===== src/rtl/mem_port_arbiter.sv =====
// Round-robin arbiter that shares one single-ported memory between instruction fetch
// and load/store. It registers the memory handshake and aborts a transaction after TIMEOUT cycles.
module mem_port_arbiter #(
    parameter int AW      = 32,
    parameter int DW      = 32,
    parameter int TIMEOUT = 15
) (
    input  logic          clk,
    input  logic          reset,
    input  logic          i_req,
    input  logic [AW-1:0] i_addr,
    output logic          i_done,
    output logic [DW-1:0] i_rdata,
    input  logic          d_req,
    input  logic          d_we,
    input  logic [AW-1:0] d_addr,
    input  logic [DW-1:0] d_wdata,
    output logic          d_done,
    output logic [DW-1:0] d_rdata,
    output logic          mem_valid,
    output logic          mem_we,
    output logic [AW-1:0] mem_addr,
    output logic [DW-1:0] mem_wdata,
    input  logic          mem_ack,
    input  logic [DW-1:0] mem_rdata,
    output logic          stall,
    output logic          err
);

    typedef enum logic [1:0] {IDLE, GNT_I, GNT_D} state_t;

    localparam logic       FETCH    = 1'b0;
    localparam logic       DATA     = 1'b1;
    localparam logic [7:0] TMO_LAST = 8'(TIMEOUT - 1);

    state_t     state, state_d;
    logic       last_grant;
    logic [7:0] tmo_cnt;
    logic       i_pend, d_pend;
    logic       gnt_i, gnt_d, ack_hit, tmo_hit;

    // A request whose done is pulsing this cycle has been served. The requester only
    // drops it at the end of this cycle, so it must not be granted a second time.
    assign i_pend = i_req & ~i_done;
    assign d_pend = d_req & ~d_done;
    assign stall  = i_pend | d_pend;

    always_ff @(posedge clk) begin
        if (reset) state <= IDLE;
        else       state <= state_d;
    end

    always_comb begin
        state_d = state;
        gnt_i   = 1'b0;
        gnt_d   = 1'b0;
        ack_hit = 1'b0;
        tmo_hit = 1'b0;
        case (state)
            IDLE: begin
                if (d_pend && (!i_pend || last_grant == FETCH)) begin
                    gnt_d   = 1'b1;
                    state_d = GNT_D;
                end else if (i_pend) begin
                    gnt_i   = 1'b1;
                    state_d = GNT_I;
                end
            end
            GNT_I, GNT_D: begin
                if (mem_ack) begin
                    ack_hit = 1'b1;
                    state_d = IDLE;
                end else if (tmo_cnt == TMO_LAST) begin
                    tmo_hit = 1'b1;
                    state_d = IDLE;
                end
            end
            default: state_d = IDLE;
        endcase
    end

    always_ff @(posedge clk) begin
        if (reset) begin
            last_grant <= FETCH;
            tmo_cnt    <= '0;
            mem_valid  <= 1'b0;
            mem_we     <= 1'b0;
            mem_addr   <= '0;
            mem_wdata  <= '0;
            i_done     <= 1'b0;
            d_done     <= 1'b0;
            i_rdata    <= '0;
            d_rdata    <= '0;
            err        <= 1'b0;
        end else begin
            mem_valid <= (state_d != IDLE);
            i_done    <= (state == GNT_I) && (ack_hit || tmo_hit);
            d_done    <= (state == GNT_D) && (ack_hit || tmo_hit);

            if (gnt_i) begin
                mem_addr   <= i_addr;
                mem_we     <= 1'b0;
                mem_wdata  <= '0;
                last_grant <= FETCH;
                tmo_cnt    <= '0;
            end else if (gnt_d) begin
                mem_addr   <= d_addr;
                mem_we     <= d_we;
                mem_wdata  <= d_wdata;
                last_grant <= DATA;
                tmo_cnt    <= '0;
            end else if (state != IDLE && !mem_ack) begin
                tmo_cnt <= tmo_cnt + 8'd1;
            end

            // An aborted transaction returns zero data rather than whatever is on the bus.
            if (ack_hit || tmo_hit) begin
                if (state == GNT_I) i_rdata <= ack_hit ? mem_rdata : '0;
                else                d_rdata <= ack_hit ? mem_rdata : '0;
            end

            if (tmo_hit) err <= 1'b1;
        end
    end

endmodule


===== config.mk =====
export PLATFORM = sky130hd
export DESIGN_NAME = mem_port_arbiter
export DESIGN_NICKNAME = d
export VERILOG_FILES = /design/src/rtl/mem_port_arbiter.sv
export SDC_FILE = /design/constraint.sdc
export NUM_CORES = 1
export LEC_CHECK = 0
export ABC_AREA = 1
export BUFFER_PORTS_ARGS = -buffer_cell sky130_fd_sc_hd__buf_2
export CORE_MARGIN = 8
export CORE_UTILIZATION = 50
export CTS_CLUSTER_SIZE = 24
export DETAILED_ROUTE_END_ITERATION = 6
export PLACE_DENSITY_LB_ADDON = 0.08
export RECOVER_POWER = 100
export SLEW_MARGIN = 20
export SYNTH_ARGS = -nofsm -noshare
export SYNTH_HDL_FRONTEND = slang
export SYNTH_SLANG_ARGS = --single-unit

===== constraint.sdc =====
create_clock -name clk -period 4.63 [get_ports clk]
set_input_delay 0.463 -clock clk [delete_from_list [all_inputs] [get_ports clk]]
set_output_delay 0.463 -clock clk [all_outputs]
set_load 0.05 [all_outputs]

==> results of run 1 <==
-- metrics by stage --
| step | hold WS (ps) | util |
|---|---|---|
| 2_1_floorplan | 457.9 | - |
| 3_3_place_gp | 437.5 | 0.6114 |
| 3_5_place_dp | 449.7 | 0.6114 |
| 4_1_cts | 271.0 | 0.6583 |
| 5_1_grt | 273.0 | 0.6429 |
| 6_report | 286.5 | 0.6429 |
-- layout make-up --
class	instances	area (µm²)
Inverter	118	442.9
Multi-Input combinational cell	596	2640
Timing Repair Buffer	274	1217
Clock inverter	13	140.1
Sequential cell	144	2883
Fill cell	1283	4433
Clock buffer	19	442.9
Tap cell	172	215.2
-- metal layers --
| metal | track usage | vias to the layer above | share of wire |
|---|---|---|---|
| met5 | 0 | - | 0 |
| li1 | - | 3257 | - |
| met1 | 0.2680 | 2741 | 0.43 |
| met3 | 0.07196 | 16 | 0.081 |
| met2 | 0.3491 | 189 | 0.47 |
| met4 | 0.07203 | 0 | 0.012 |
-- cells by family (layout without fill, tap and decap cells) --
family / Yosys count / count (layout) / synth area share
flops: 144 / 144 / 0.4622
compound gates: 135 / 135 / 0.1089
simple gates: 452 / 452 / 0.3013
buf+inv: 170 / 424 / 0.1113
xor+xnor: 3 / 3 / 0.004213
fa+ha+maj: 6 / 6 / 0.01204
-- worst max-delay path, cell delays in order, from the launching register on --
cell	delay [ps]
dfxtp_1	340
nor2_1	270
nand2_4	90
nand2_4	320
nand3_1	1020
nand2_2	1000
a21oi_1	100
-- synth_stat cells (3+ instances only) --
master,number
a21oi_1,133
buf_2,17
buf_4,3
buf_6,3
clkbuf_1,28
dfxtp_1,144
ha_1,6
inv_1,115
nand2_1,354
nand3_1,7
nand3b_1,32
nor2_1,48
nor3_1,3
xor2_1,3
-- registers in the layout, indices dropped and copies added (netlist names) --
| register | flops |
|---|---|
| d_rdata | 32 |
| i_rdata | 32 |
| mem_addr | 32 |
| mem_wdata | 32 |
| tmo_cnt | 8 |
| state | 2 |
| d_done | 1 |
| err | 1 |
| i_done | 1 |
| last_grant | 1 |
| mem_valid | 1 |
| mem_we | 1 |
-- how the worst max path moves through the flow --
stage                  start            end  slack (ps)  cells past startpoint
global route          i_done   mem_wdata[3]        1050                      6
floorplan             i_done   mem_addr[10]        2300                      5
CTS                 state[0]     i_rdata[2]        2020                      8
detailed placement  state[0]    i_rdata[17]        2070                      8
global placement    state[0]    i_rdata[24]        2140                      8
finish                i_done  mem_wdata[23]        1330                      6
-- report_power, final --
group	switching, mW	internal (mW)	leakage, nW
sequential	0.0482	1.33	1.18
clock	0.529	0.806	0.275
combinational	0.650	0.188	2.27
total	1.23	2.33	3.72
-- cells in the final DEF, fill, tap and decap left out, drive strengths merged, types with 4 or more instances in the layout --
cell and count:
dfxtp 144, clkbuf 154, nand2 357, clkinv 8
nor2 51, nand3b 32, buf 139, nand3 9
ha 6, a21oi 133, clkinvlp 4, inv 117
==> flow_summary.toml, run 1 <==
[logic_synthesis]
yosysUniqueCellTypes = 25
synthTopCellsByArea = "dfxtp_1 (46%), nand2_1 (21%), a21oi_1 (11%), inv_1 (6.9%), nand3b_1 (3.9%)"
synth_top_area_frac = 0.4622
synth.yosys.seq_area_share = 0.4622
syn-num-nets = 1050
ys_async_sr_fraction = 0
netlist_area_um2 = 6237
synth_top_area_cell = "dfxtp_1"
synth_cells = 910
synth_flop_cell = "dfxtp_1"
syn_avg_cell_area_um2 = 6.854
ys_ff_latch = 144
yosysWarnings = 0
synth_edf_count = 0

[cts]
clkLatencyLatePin_ps = 420
postCtsHoldBufs = 0
cts_resized = 0
cts_sinks = 144
cts_tree = "done"
clockBufferDepth = 2
clkTransAtPathRegs_ps = 60
cts-root-buf = "clkbuf_16"
h-tree-depth = 4
cts-buffers-inserted = 17
postCtsSetupBuffers = 0

[detailed_routing]
drt-total-wl_mm = 18.33
wl_per_cell_um = 13.72
drc_errors = 0
vias = 6203
ant_nets = 0
drt-vias-per-instance = 4.643
drtIter0Drc = 447
drtPass1Iterations = 5

[sta]
setup_viol = 0
maxSlewViolCount = 34
worst_slack_ps = 1332
fmax_mhz = 303.2
fin_skew_ps = 6.056
timing.final.crit_share = 0.7122
fin_setup_tns_ps = 0
relSlewSlack = -0.05852
rsz0062_at_grt = "false"
period_minus_slack_ps = 3298
hold_viol = 0
worst_slew_pin_slew_ps = 1588

[worst_hold_path]
hold_path_end = "mem_wdata[31]"
hp-class = "input port to register"
hold_path_startpoint = "d_wdata[31]"
whs_path_depth = 3

[worst_setup_path]
reg2reg_to = "mem_wdata[23]"
end_kind = "register"
cp.arrival_ps = 3570
criticalPathCategory = "register to register"
r2r-start = "i_done"
worstPathRequired_ps = 4900
rrSetupSlack_ps = 1330
crit_fanout = 35
r2r_cells = 6
startpoint_type = "register"

[global_routing]
grt_usage = 0.2171
grt_pass1_wl_mm = 28.53
antenna_found_initial = 0
grt_max_degree = 70
grt_overflow = 0
grt_pass1_vias = 5654

[floorplan]
die-area_um2 = 16300
die_width_um = 127.7
placementRows = 41
initial_core_util = 0.5024
io-pin-count = 268
core_area_um2 = 12410
fp.dieH_um = 127.7

[pwr]
leakagePower_nw = 3.717
fin_total_pwr_mw = 3.556
cellPowerDensity_nw_per_um2 = 445.5
peakVddDrop_mv = 0.2558

[placed_design]
dpl_cell_area_um2 = 7590
place_congestion = 0.8085
port_buffers = 267
dpl_worst_slack_ps = 2065
dp_cells = 1304
hpwlAfterDp_mm = 12.97

[finish]
fin_cells = 1336
fin_area_um2 = 7981
fin_nets = 1291
syn_to_final_growth_pct = 27.96
n_antenna_cell = 0
drive_gt1_frac = 0.1538

[flow_run]
cap_violations = 1

[run_status]
status = "complete, but fails checks"
violations = "capacitance limit, slew limit"
Power figures use the tool's default switching activity.
==> inputs of run 2 (changes only) <==
--- a/config.mk
+++ b/config.mk
@@ -5,10 +5,10 @@
 export SDC_FILE = /design/constraint.sdc
 export NUM_CORES = 1
 export LEC_CHECK = 0
-export ABC_AREA = 1
+export ABC_AREA = 0
 export BUFFER_PORTS_ARGS = -buffer_cell sky130_fd_sc_hd__buf_2
 export CORE_MARGIN = 8
-export CORE_UTILIZATION = 50
+export CORE_UTILIZATION = 41
 export CTS_CLUSTER_SIZE = 24
 export DETAILED_ROUTE_END_ITERATION = 6
 export PLACE_DENSITY_LB_ADDON = 0.08
==> constraint.sdc (replaced) <==
create_clock -name clk -period 2.9 [get_ports clk]
set_input_delay 0.29 -clock clk [delete_from_list [all_inputs] [get_ports clk]]
set_output_delay 0.29 -clock clk [all_outputs]
set_load 0.05 [all_outputs]
==> flow_summary.toml, run 2 <==
[sta]
period_minus_slack_ps = 2337
fin_skew_ps = 5.356
hold_viol = 0
timing.final.crit_share = 0.8059
fin_setup_tns_ps = 0
setup_viol = 0
fmax_mhz = 427.9
rsz0062_at_grt = "false"
maxSlewViolCount = 0
relSlewSlack = 0.4039
worst_slew_pin_slew_ps = 890.2

[cts]
cts-root-buf = "clkbuf_16"
cts_sinks = 144
cts_resized = 0
clkTransAtPathRegs_ps = 50
clkLatencyLatePin_ps = 400
cts_tree = "done"
postCtsSetupBuffers = 0
clockBufferDepth = 2
cts-buffers-inserted = 17
h-tree-depth = 4
postCtsHoldBufs = 0

[floorplan]
initial_core_util = 0.4196
core_area_um2 = 12570
io-pin-count = 268
fp.dieH_um = 129.4
placementRows = 41
die_width_um = 129.4
die-area_um2 = 16750

[pwr]
leakagePower_nw = 2.779
cellPowerDensity_nw_per_um2 = 759.9
peakVddDrop_mv = 0.3500
fin_total_pwr_mw = 5.400

[placed_design]
place_congestion = 0.7897
port_buffers = 267
hpwlAfterDp_mm = 12.15

[logic_synthesis]
synth_cells = 521
synthTopCellsByArea = "dfxtp_1 (55%), a32o_1 (12%), o221ai_1 (5.3%), nand2_1 (5.1%), a21oi_1 (3.3%)"
yosysWarnings = 0
ys_async_sr_fraction = 0
yosysUniqueCellTypes = 38
synth_edf_count = 0
ys_ff_latch = 144
synth_top_area_frac = 0.5466
synth_most_common_cell = "dfxtp_1"
synth_top_cells_by_count = "dfxtp_1 (144), nand2_1 (71), a32o_1 (64)"
syn_avg_cell_area_um2 = 10.12
netlist_area_um2 = 5274
synth.yosys.seq_area_share = 0.5466
syn-num-nets = 661
synth_flop_cell = "dfxtp_1"
synth_top_area_cell = "dfxtp_1"

[finish]
drive_gt1_frac = 0.2274
n_antenna_cell = 0
final_common_cell = "dfxtp_1"
syn_to_final_growth_pct = 34.76
fin_nets = 915
layout_common_cells = "dfxtp_1 (144), clkbuf_1 (138), buf_2 (133)"

[detailed_routing]
drc_errors = 0
wl_per_cell_um = 16.94
vias = 4896
drt-vias-per-instance = 5.105
ant_nets = 0
drt-total-wl_mm = 16.25
drtPass1Iterations = 4
drtIter0Drc = 236

[global_routing]
grt_usage = 0.1889
grt_pass1_wl_mm = 25.23
grt_pass1_vias = 5025
grt_overflow = 0
antenna_found_initial = 1
grt_max_degree = 41

[run_status]
status = "finished clean"

[worst_setup_path]
startpoint_type = "register"
criticalPathCategory = "register to register"
crit_fanout = 34
end_kind = "register"
cp.arrival_ps = 2590
worstPathRequired_ps = 3160

[worst_hold_path]
hp-class = "input port to register"

[flow_run]
cap_violations = 0
-- run 2: cell types whose count changed after synthesis, sizes merged, moves of 31 or more --
| cell | change |
|---|---|
| nand3b | -31 |
| nor2 | -37 |
| o21ai | +36 |
| inv | -80 |
| a21oi | -98 |
| a32o | +64 |
| nand2 | -286 |
| o221ai | +32 |
-- run 2: path summary, 6_finish.rpt --
check,startpoint,to,slack [ps],cells after the start
hold / removal,d_we,mem_we,120,3
hold reg to reg,mem_wdata[29],mem_wdata[29],450,2
setup reg to reg,state[0],mem_wdata[26],560,8
setup / recovery,state[0],mem_wdata[26],560,8
-- run 2: cell families after synthesis --
| group | after synthesis | share of synthesized area |
|---|---|---|
| AND/OR/NAND/NOR | 108 | 0.09514 |
| buffers and inverters | 80 | 0.06833 |
| adder cells (fa/ha/maj) | 6 | 0.01423 |
| AO/OA/AOI/OAI | 176 | 0.2641 |
| flip-flops | 144 | 0.5466 |
| XOR/XNOR | 7 | 0.01163 |
-- run 2: report_power, final --
| part | internal (mW) | switching, mW |
|---|---|---|
| Combinational | 0.254 | 0.853 |
| Clock | 1.35 | 0.748 |
| Sequential | 2.12 | 0.0761 |
| Total | 3.72 | 1.68 |
-- run 2: cell type report --
| type | count | area, µm² |
|---|---|---|
| repair buffers | 278 | 1254 |
| clock inverters | 6 | 80.08 |
| multi-input cells | 297 | 2041 |
| flip-flops and latches | 144 | 2883 |
| well taps | 172 | 215.2 |
| clock buffers | 25 | 495.5 |
| inverters | 37 | 138.9 |
| fillers | 1246 | 5461 |
-- run 2: layer usage --
| metal | part of all wire | up-vias | GRT usage |
|---|---|---|---|
| met5 | 0.00068 | - | 0 |
| met4 | 0.014 | 2 | 0.07104 |
| met3 | 0.081 | 17 | 0.06409 |
| met2 | 0.49 | 179 | 0.3199 |
| met1 | 0.42 | 2281 | 0.2164 |
| li1 | - | 2417 | - |
-- run 2: through the flow --
| stage | utilization | setup WS, ps | hold slack [ps] | instances | instance area (µm²) |
|---|---|---|---|---|---|
| 6_report | 0.5655 | 562.8 | 122.8 | 959 | 7107 |
| 5_1_grt | 0.5655 | 278.7 | 105.3 | 959 | 7107 |
| 4_1_cts | 0.5816 | 743.2 | 97.27 | 959 | 7310 |
| 3_5_place_dp | 0.5358 | 750.1 | 444.6 | 928 | 6734 |
| 3_3_place_gp | 0.5358 | 857.0 | 438.2 | 928 | 6734 |
| 2_1_floorplan | - | 925.1 | 425.6 | 521 | 5274 |
-- run 2: critical path, stage by stage (launching register included) --
cell and delay, ps:
dfxtp_1 340, inv_1 90, ha_1 290, inv_1 170, nor3_4 190, buf_4 320
or2_1 150, clkbuf_2 530, a21oi_1 90
